===== src/rtl/audio_pkg.sv =====
// Shared I2S framing constants and helpers for the audio transmit path.
// Pure definitions: no latency, no flow control.
package audio_pkg;

    localparam int I2S_WORD_BITS  = 16;
    localparam int I2S_FRAME_BITS = 32;
    localparam int I2S_LOAD_BC    = 31;
    localparam int I2S_WS_RISE_BC = 15;

    typedef logic [I2S_FRAME_BITS-1:0] frame_t;

    // WS leads the data by one bit: high from bc 15 through bc 30.
    function automatic logic ws_for_bc(input logic [4:0] bc);
        return (bc >= 5'(I2S_WS_RISE_BC)) && (bc != 5'(I2S_LOAD_BC));
    endfunction

endpackage


===== src/rtl/i2s_sample_fifo.sv =====
// 2-entry sample-pair FIFO between the core audio path and the serializer.
// Head is visible combinationally; push is gated internally by ready (count < 2).
module i2s_sample_fifo
    import audio_pkg::*;
(
    input  logic       clk,
    input  logic       reset,
    input  logic       push,
    input  frame_t     push_dat,
    input  logic       pop,
    output frame_t     head_dat,
    output logic [1:0] count,
    output logic       ready
);

    frame_t mem [2];
    logic   wr_ptr;
    logic   rd_ptr;
    logic   do_push;
    logic   do_pop;

    assign ready    = (count != 2'd2);
    assign do_push  = push & ready;
    assign do_pop   = pop & (count != 2'd0);
    assign head_dat = mem[rd_ptr];

    always_ff @(posedge clk or posedge reset) begin
        if (reset) begin
            mem[0] <= '0;
            mem[1] <= '0;
            wr_ptr <= 1'b0;
            rd_ptr <= 1'b0;
            count  <= 2'd0;
        end else begin
            if (do_push) begin
                mem[wr_ptr] <= push_dat;
                wr_ptr      <= ~wr_ptr;
            end
            if (do_pop)
                rd_ptr <= ~rd_ptr;
            case ({do_push, do_pop})
                2'b10:   count <= count + 2'd1;
                2'b01:   count <= count - 2'd1;
                default: count <= count;
            endcase
        end
    end

endmodule


===== src/rtl/i2s_audio_tx.sv =====
// I2S transmitter: divides clk into BCK and serializes buffered stereo pairs MSB first.
// First MSB 2*HALF_DIV clocks after en; s_ready drops while the 2-entry buffer is full.
module i2s_audio_tx
    import audio_pkg::*;
#(
    parameter int HALF_DIV = 20
) (
    input  logic                     clk,
    input  logic                     reset,
    input  logic                     en,
    input  logic                     mute,
    input  logic                     s_valid,
    output logic                     s_ready,
    input  logic [I2S_WORD_BITS-1:0] s_left,
    input  logic [I2S_WORD_BITS-1:0] s_right,
    output logic                     i2s_bck,
    output logic                     i2s_ws,
    output logic                     i2s_din,
    output logic                     frame_strobe,
    output logic                     underflow
);

    logic [7:0] div;
    logic [4:0] bc;
    logic [4:0] bc_next;
    frame_t     shift;
    frame_t     last;
    frame_t     head;
    frame_t     load_dat;
    logic [1:0] fifo_count;
    logic       fifo_empty;
    logic       tc;
    logic       fall;
    logic       load;
    logic       pop;

    i2s_sample_fifo u_fifo (
        .clk      (clk),
        .reset    (reset),
        .push     (s_valid),
        .push_dat ({s_left, s_right}),
        .pop      (pop),
        .head_dat (head),
        .count    (fifo_count),
        .ready    (s_ready)
    );

    assign fifo_empty = (fifo_count == 2'd0);
    assign tc         = en && (div == 8'(HALF_DIV - 1));
    assign fall       = tc && i2s_bck;
    assign load       = fall && (bc == 5'(I2S_LOAD_BC));
    assign bc_next    = bc + 5'd1;
    assign pop        = load && !fifo_empty;
    // On an empty load the previous pair is replayed rather than sending silence.
    assign load_dat   = mute ? '0 : (fifo_empty ? last : head);
    assign i2s_din    = shift[I2S_FRAME_BITS-1];

    always_ff @(posedge clk or posedge reset) begin
        if (reset) begin
            div          <= '0;
            bc           <= 5'(I2S_LOAD_BC);
            i2s_bck      <= 1'b0;
            i2s_ws       <= 1'b0;
            shift        <= '0;
            last         <= '0;
            frame_strobe <= 1'b0;
            underflow    <= 1'b0;
        end else if (!en) begin
            // Partial frame is abandoned; FIFO and replay register survive.
            div          <= '0;
            bc           <= 5'(I2S_LOAD_BC);
            i2s_bck      <= 1'b0;
            i2s_ws       <= 1'b0;
            shift        <= '0;
            frame_strobe <= 1'b0;
            underflow    <= 1'b0;
        end else begin
            frame_strobe <= load;
            underflow    <= load && fifo_empty;
            if (tc) begin
                div     <= '0;
                i2s_bck <= ~i2s_bck;
            end else begin
                div <= div + 8'd1;
            end
            if (fall) begin
                bc     <= bc_next;
                i2s_ws <= ws_for_bc(bc_next);
                shift  <= load ? load_dat : {shift[I2S_FRAME_BITS-2:0], 1'b0};
            end
            if (pop)
                last <= head;
        end
    end

endmodule


===== config.mk =====
export PLATFORM = sky130hd
export DESIGN_NAME = i2s_audio_tx
export DESIGN_NICKNAME = d
export VERILOG_FILES = /design/src/rtl/audio_pkg.sv /design/src/rtl/i2s_sample_fifo.sv /design/src/rtl/i2s_audio_tx.sv
export SDC_FILE = /design/constraint.sdc
export NUM_CORES = 1
export LEC_CHECK = 0
export ABC_AREA = 1
export CAP_MARGIN = 30
export CELL_PAD_IN_SITES_DETAIL_PLACEMENT = 1
export CELL_PAD_IN_SITES_GLOBAL_PLACEMENT = 1
export CORE_ASPECT_RATIO = 1.2
export CORE_MARGIN = 3
export CORE_UTILIZATION = 48
export DETAILED_ROUTE_END_ITERATION = 10
export PLACE_DENSITY_LB_ADDON = 0.1
export SLEW_MARGIN = 15
export SYNTH_ARGS = -nofsm -noshare
export SYNTH_HDL_FRONTEND = slang
export SYNTH_HIERARCHICAL = 1
export SYNTH_SLANG_ARGS = --single-unit

===== constraint.sdc =====
create_clock -name clk -period 4 [get_ports clk]
set_input_delay 0.8 -clock clk [delete_from_list [all_inputs] [get_ports clk]]
set_output_delay 0.8 -clock clk [all_outputs]
set_load 0.02 [all_outputs]

==> results of run 1 <==
-- final cells by class --
cell class	instances	area (sq um)	area share
inverter	62	234	0.0277
clock inverter	10	105	0.0125
tap	204	255	0.0303
sequential	149	3730	0.443
clock buffer	21	470	0.0558
timing repair buffer	61	586	0.0694
multi-input combinational	655	3050	0.362
-- flip-flops by register name (all words and copies together), names as in the netlist, 2 cells and up --
register and count:
last 32, u_fifo/count 2, bc 5, shift 32, u_fifo/mem 64, div 8
-- cell usage after synthesis (all sizes together) --
master	n
clkbuf	12
xor2	1
ha	5
dfstp	5
nand2	386
nor3	2
o21ai	57
a21oi	1
nor2	49
o211ai	7
nand4	101
nand3	20
inv	62
dfrtp	144
xnor2	2
o22ai	24
buf	54
-- layer usage --
layer / track usage / vias up
met5: 0 / -
met4: 0.0854 / 0
met3: 0.0414 / 29
met2: 0.441 / 111
met1: 0.334 / 3304
li1: - / 3080
-- logic make-up (layout without fill, tap and decap cells) --
logic type | count (synthesis) | after routing
xor gates and xnor gates | 3 | 3
and+or+nand+nor | 558 | 558
DFF | 149 | 149
buffers and inverters | 128 | 154
AOI/OAI and AO/OA | 89 | 89
adders and majority gates | 5 | 5
-- worst reg2reg max path: stages, from the launching register on --
cell	delay (ns)
dfstp_2	0.58
ha_1	0.21
nand2_1	0.08
nor2_1	0.16
ha_2	0.22
buf_4	0.37
inv_2	0.13
nor2_4	0.50
o21ai_0	0.22
o22ai_1	0.23
nand2_1	0.10
nand2_1	0.10
-- path summary, 6_finish.rpt --
check	startpoint	endpoint	slack, ns
worst min register to register	last[26]$_DFFE_PP0P_	last[26]$_DFFE_PP0P_	0.47
worst max register to register	bc[0]$_DFFE_PP1P_	shift[31]$_DFFE_PP0P_	1.05
min in group asynchronous	reset	u_fifo/mem[44]$_DFFE_PP0P_	0.72
max in group asynchronous	reset	bc[0]$_DFFE_PP1P_	2.42
worst max-delay path	bc[0]$_DFFE_PP1P_	shift[31]$_DFFE_PP0P_	1.05
worst min-delay path	last[26]$_DFFE_PP0P_	last[26]$_DFFE_PP0P_	0.47
-- power by group --
part / total (mW) / internal (mW) / switching (mW) / leakage [nW]
clock: 1.57 / 0.957 / 0.615 / 0.284
combinational: 1.58 / 0.462 / 1.12 / 2.04
sequential: 2.03 / 1.83 / 0.191 / 1.96
total: 5.18 / 3.25 / 1.93 / 4.28
==> results.txt, run 1 <==
Critical path data required time -> 4.35 ns
Clk_lat worst skew -> 0.43 ns
Critical path class -> reg2reg
Hold bufs inserted after CTS -> 0
ANT nets after route -> 0
CTS Buffer Depth -> 2
Post-synthesis mux area share -> 0
Rows -> 49
Achievable clock frequency -> 0.339 GHz
Synth Net Count -> 974
Min Hold Slack -> 0.471 ns
Seq cells post-synth -> 149
Worst min-delay path class -> reg2reg
WP buf/inv -> 2
Remaining Overflow, GRT -> 0
Synth unique cells -> 28
Worst path slowest cell -> dfstp_2
Diode count -> 0
Max transition margin -> 0.430
Syn Inst Count -> 932
GRT Resource Usage Total -> 0.257
Total vias in the final route -> 6,524
Cts bufs inserted -> 17
Maximum vdd drop -> 0.688 mV
Pins Over Slew Limit -> 0
Die width -> 119 microns
Hold depth -> 2
Pin count of the biggest net entering global routing -> 70
Core box area -> 15,000 sq um
Tightest Pin Transition -> 0.854 ns
Synthesized area per cell -> 7.93 sq um
Number of DRC violations after detailed-routing iteration 0 -> 392
Initial antenna violation count -> 0
Routed wl met3 -> 601 microns
Crit path DAT -> 3.31 ns
R2R cell count -> 11
Die height -> 142 microns
Synthesized cell area -> 7390 sq um
Synth Area in Compound Gates -> 0.0667
Max-Cap Viols -> 0
Clk_skew -> 0.0159 ns
Worst stage delay on the critical path -> 0.58 ns
Post_cts resized -> 0
Htree depth -> 4
Post-CTS Setup Bufs -> 0
Final TNS setup -> 0 ns
Highest fanout seen on the critical path -> 35
DP Area -> 7840 sq um
Buffers added on ports -> 42
Synth warn -> 6
Crit path max-delay family -> simple AND/OR/NAND/NOR gates
Hold Violations, Final -> 0
CTS root buf -> clkbuf_16
Reg clk slew, reported paths -> 0.06 ns
Setup WS pre-CTS -> 0.830 ns
Leak Pwr -> 4.28 nW
Fraction of the mapped netlist area in adder cells -> 0.00846
Largest cells by area after synthesis -> dfrtp_1 (49%), nand2_1 (19%), nand4_1 (8.4%), o21ai_0 (3.0%), inv_1 (2.7%)
Fill cell count -> 1,861
Overall power after layout -> 5.18 mW
Pwr Density -> 614 nW/um^2
Final setup viols -> 0
Top cell type's share of synthesized area -> 0.488
First-pass GRT wire length -> 35,200 microns
Metal-1 WL -> 9270 microns
XOR/XNOR Fraction of Synth Area -> 0.00356
Dpl cells -> 1,130
Crit path top cell by count -> nand2_1
Met2 wire length -> 10,700 microns
Synth Area in Simple Gates -> 0.334
Seq/Total Area, Yosys -> 0.505
Mean routed wirelength per cell -> 18.0 microns
Status -> finished clean
RSZ-0062 raised after global routing -> no
Post-route setup slack -> 1.05 ns
Utilization after layout -> 0.562
I/O Pins -> 43
Synth-to-layout area growth -> 14.2%
Via-to-Cell Ratio -> 5.61
TritonCTS sink count -> 149
TritonRoute pass-1 iters -> 5
Period minus WS final -> 2.95 ns
Worst path cell trace -> ha_1 > nand2_1 > nor2_1 > ha_2 > buf_4 > inv_2 > nor2_4 > o21ai_0 > o22ai_1 > nand2_1 > nand2_1
Top layer in use -> met4
Placer congestion estimate -> 0.757
Leading cell types in the layout, fill and taps excluded -> nand2_1 (383), dfrtp_1 (144), nand4_1 (99)
Share of cells above drive strength 1 -> 0.0846
Die area -> 16,900 sq um
Commonest non-fill, non-tap cell in the layout -> nand2_1
WP depth -> 11
Fin crit share -> 0.739
Main combinational cell family by area after synthesis -> simple AND/OR/NAND/NOR gates
TritonCTS clock tree -> done
Worst Setup End Kind -> flip-flop
Nets -> 988
Number of global-route vias before repair -> 7,026
Crit path launch type -> flip-flop
Finished Cell Area -> 8440 sq um
DRT Wirelength -> 20,900 microns
Fin cells -> 1,162
DRC errors left -> 0
Initial Util -> 0.492
Post-DP HPWL -> 12,800 microns
Leading area contributor after synthesis -> dfrtp_1
Power figures use the tool's default switching activity.
==> inputs of run 2 (changes only) <==
CORE_UTILIZATION = 41   (was 48)
clock period = 2.35 ns   (was 4 ns; I/O delays follow)
==> results.txt, run 2 (synthesized netlist as in run 1, its figures left out) <==
GR Layer Usage met3 -> 0.0419 (+0.000591)
Mean routed wirelength per cell -> 17.4 microns (-3.1%)
Maximum vdd drop -> 0.529 mV (-23%)
Hold Violations, Final -> 0 (unchanged)
Pins Over Slew Limit -> 0 (unchanged)
Clk_skew -> 0.0121 ns (-0.00375 ns)
Cts bufs inserted -> 17 (unchanged)
Core box area -> 17,600 sq um (+17%)
Crit path launch type -> flip-flop
Critical path class -> reg2reg
Initial antenna violation count -> 0 (unchanged)
Buffers added on ports -> 42 (unchanged)
Pwr Density -> 1060 nW/um^2 (+72%)
CTS root buf -> clkbuf_16
Final TNS setup -> 0 ns (unchanged)
Achievable clock frequency -> 0.462 GHz (+37%)
Initial Util -> 0.421 (-0.0715)
Crit path DAT -> 2.47 ns (-0.84 ns)
Pin count of the biggest net entering global routing -> 82 (+17%)
Via-to-Cell Ratio -> 5.42 (-3.4%)
DRT Wirelength -> 20,700 microns (-1.1%)
Max transition margin -> 0.660 (+0.230)
Highest fanout seen on the critical path -> 6 (-83%)
Tightest Pin Transition -> 0.510 ns (-0.344 ns)
Regs by FF count -> u_fifo/mem x64, last x32, shift x32
TritonCTS sink count -> 149 (unchanged)
Diode count -> 0 (unchanged)
Nets -> 995 (+0.71%)
Commonest non-fill, non-tap cell in the layout -> nand2_1
Number of global-route vias before repair -> 6,683 (-4.9%)
RSZ-0062 raised after global routing -> no
Hold bufs inserted after CTS -> 0 (unchanged)
Clk_lat worst skew -> 0.43 ns (about the same)
Worst min-delay path class -> in2async
TritonCTS clock tree -> done
Status -> finished clean
Max reg flops -> 64 (unchanged)
Rows -> 53 (+8.2%)
M1 GR Usage -> 0.299 (-0.0352)
Placer congestion estimate -> 0.804 (+6.2%)
Biggest register -> u_fifo/mem
ANT nets after route -> 0 (unchanged)
GRT Resource Usage Total -> 0.219 (-0.0382)
Leak Pwr -> 4.35 nW (+1.7%)
Post-CTS Setup Bufs -> 0 (unchanged)
Die area -> 19,700 sq um (+16%)
Number of DRC violations after detailed-routing iteration 0 -> 372 (-5.1%)
Synth-to-layout area growth -> 16.8%
Worst R2R Start -> bc[0]$_DFFE_PP1P_
Fin crit share -> 0.920 (+0.182)
Total vias in the final route -> 6,426 (-1.5%)
Met2 Use GR -> 0.358 (-0.0834)
Final setup viols -> 0 (unchanged)
Reg clk slew, reported paths -> 0.06 ns (about the same)
Die width -> 129 microns (+7.8%)
Worst Setup End Kind -> flip-flop
First-pass GRT wire length -> 34,500 microns (-2.1%)
Min Hold Slack -> 0.429 ns (-0.0417 ns)
CTS Buffer Depth -> 2 (unchanged)
Post_cts resized -> 0 (unchanged)
Max-Cap Viols -> 0 (unchanged)
Post-DP HPWL -> 13,000 microns (+1.0%)
Share of cells above drive strength 1 -> 0.0902 (+0.00560)
Remaining Overflow, GRT -> 0 (unchanged)
Setup crit start -> bc[0]$_DFFE_PP1P_
Htree depth -> 4 (unchanged)
GRT Max-Usage Layer -> met2
Die height -> 153 microns (+7.9%)
Reg-to-reg setup timing slack -> 0.19 ns (-0.86 ns)
TritonRoute pass-1 iters -> 4 (-1)
I/O Pins -> 43 (unchanged)
Period minus WS final -> 2.16 ns (-0.791 ns)
Fill cell count -> 2,066 (+11%)
Leading cell types in the layout, fill and taps excluded -> nand2_1 (383), dfrtp_1 (144), nand4_1 (99)
Critical path data required time -> 2.66 ns (-1.69 ns)
DRC errors left -> 0 (unchanged)
## run 2: per-layer routing
| metal | share of wire | wire (microns) |
|---|---|---|
| met1 | 0.46 | 9510 |
| met5 | 0 | 0 |
| met3 | 0.036 | 748 |
| met4 | 0.012 | 246 |
| met2 | 0.49 | 10200 |
## run 2: critical path, stage by stage, from the launching register on
cell and delay [ns]:
dfstp_2 0.57, ha_1 0.19, nand2_1 0.06, nor2_1 0.09, ha_2 0.24, nand4_4 0.11
inv_1 0.09, nand2_1 0.07, inv_1 0.06, ha_1 0.25, inv_1 0.10, nand3_1 0.09
nand2_1 0.07, nand2_1 0.05
## run 2: final timing paths
check | to | cells after the start
min in group clk | u_fifo/wr_ptr$_DFFE_PP0N_ | 4
max in group asynchronous | shift[0]$_DFFE_PP0P_ | 3
worst min-delay path | u_fifo/mem[24]$_DFFE_PP0P_ | 2
worst max register to register | u_fifo/count[1]$_DFFE_PP0P_ | 13
worst max-delay path | u_fifo/count[1]$_DFFE_PP0P_ | 13
worst min register to register | div[0]$_DFF_PP0_ | 1
## run 2: cell type report
class | instances | area [sq um] | area share
clock buffer | 23 | 488 | 0.0565
clock inverter | 8 | 146 | 0.0170
inverter | 62 | 236 | 0.0274
multi-input combinational | 655 | 3050 | 0.354
sequential | 149 | 3730 | 0.433
tap | 220 | 275 | 0.0319
timing repair buffer | 68 | 698 | 0.0809
## run 2: per-stage QoR
step | power [mW] | utilization | std cells | cell area (sq um) | worst slack (ns)
2_1_floorplan | 5.37 | - | 932 | 7390 | 0.168
3_3_place_gp | 6.06 | 0.455 | 1154 | 8000 | 0.218
3_5_place_dp | 6.19 | 0.455 | 1154 | 8000 | 0.143
4_1_cts | 9.19 | 0.491 | 1185 | 8630 | 0.163
5_1_grt | 9.73 | 0.491 | 1185 | 8630 | 0.0348
6_report | 9.12 | 0.491 | 1185 | 8630 | 0.187
## run 2: power by group
| part | total, mW | internal [mW] | switching [mW] |
|---|---|---|---|
| Sequential | 3.44 | 3.12 | 0.321 |
| Clock | 2.96 | 1.88 | 1.08 |
| Combinational | 2.72 | 0.849 | 1.87 |
| Total | 9.12 | 5.86 | 3.27 |
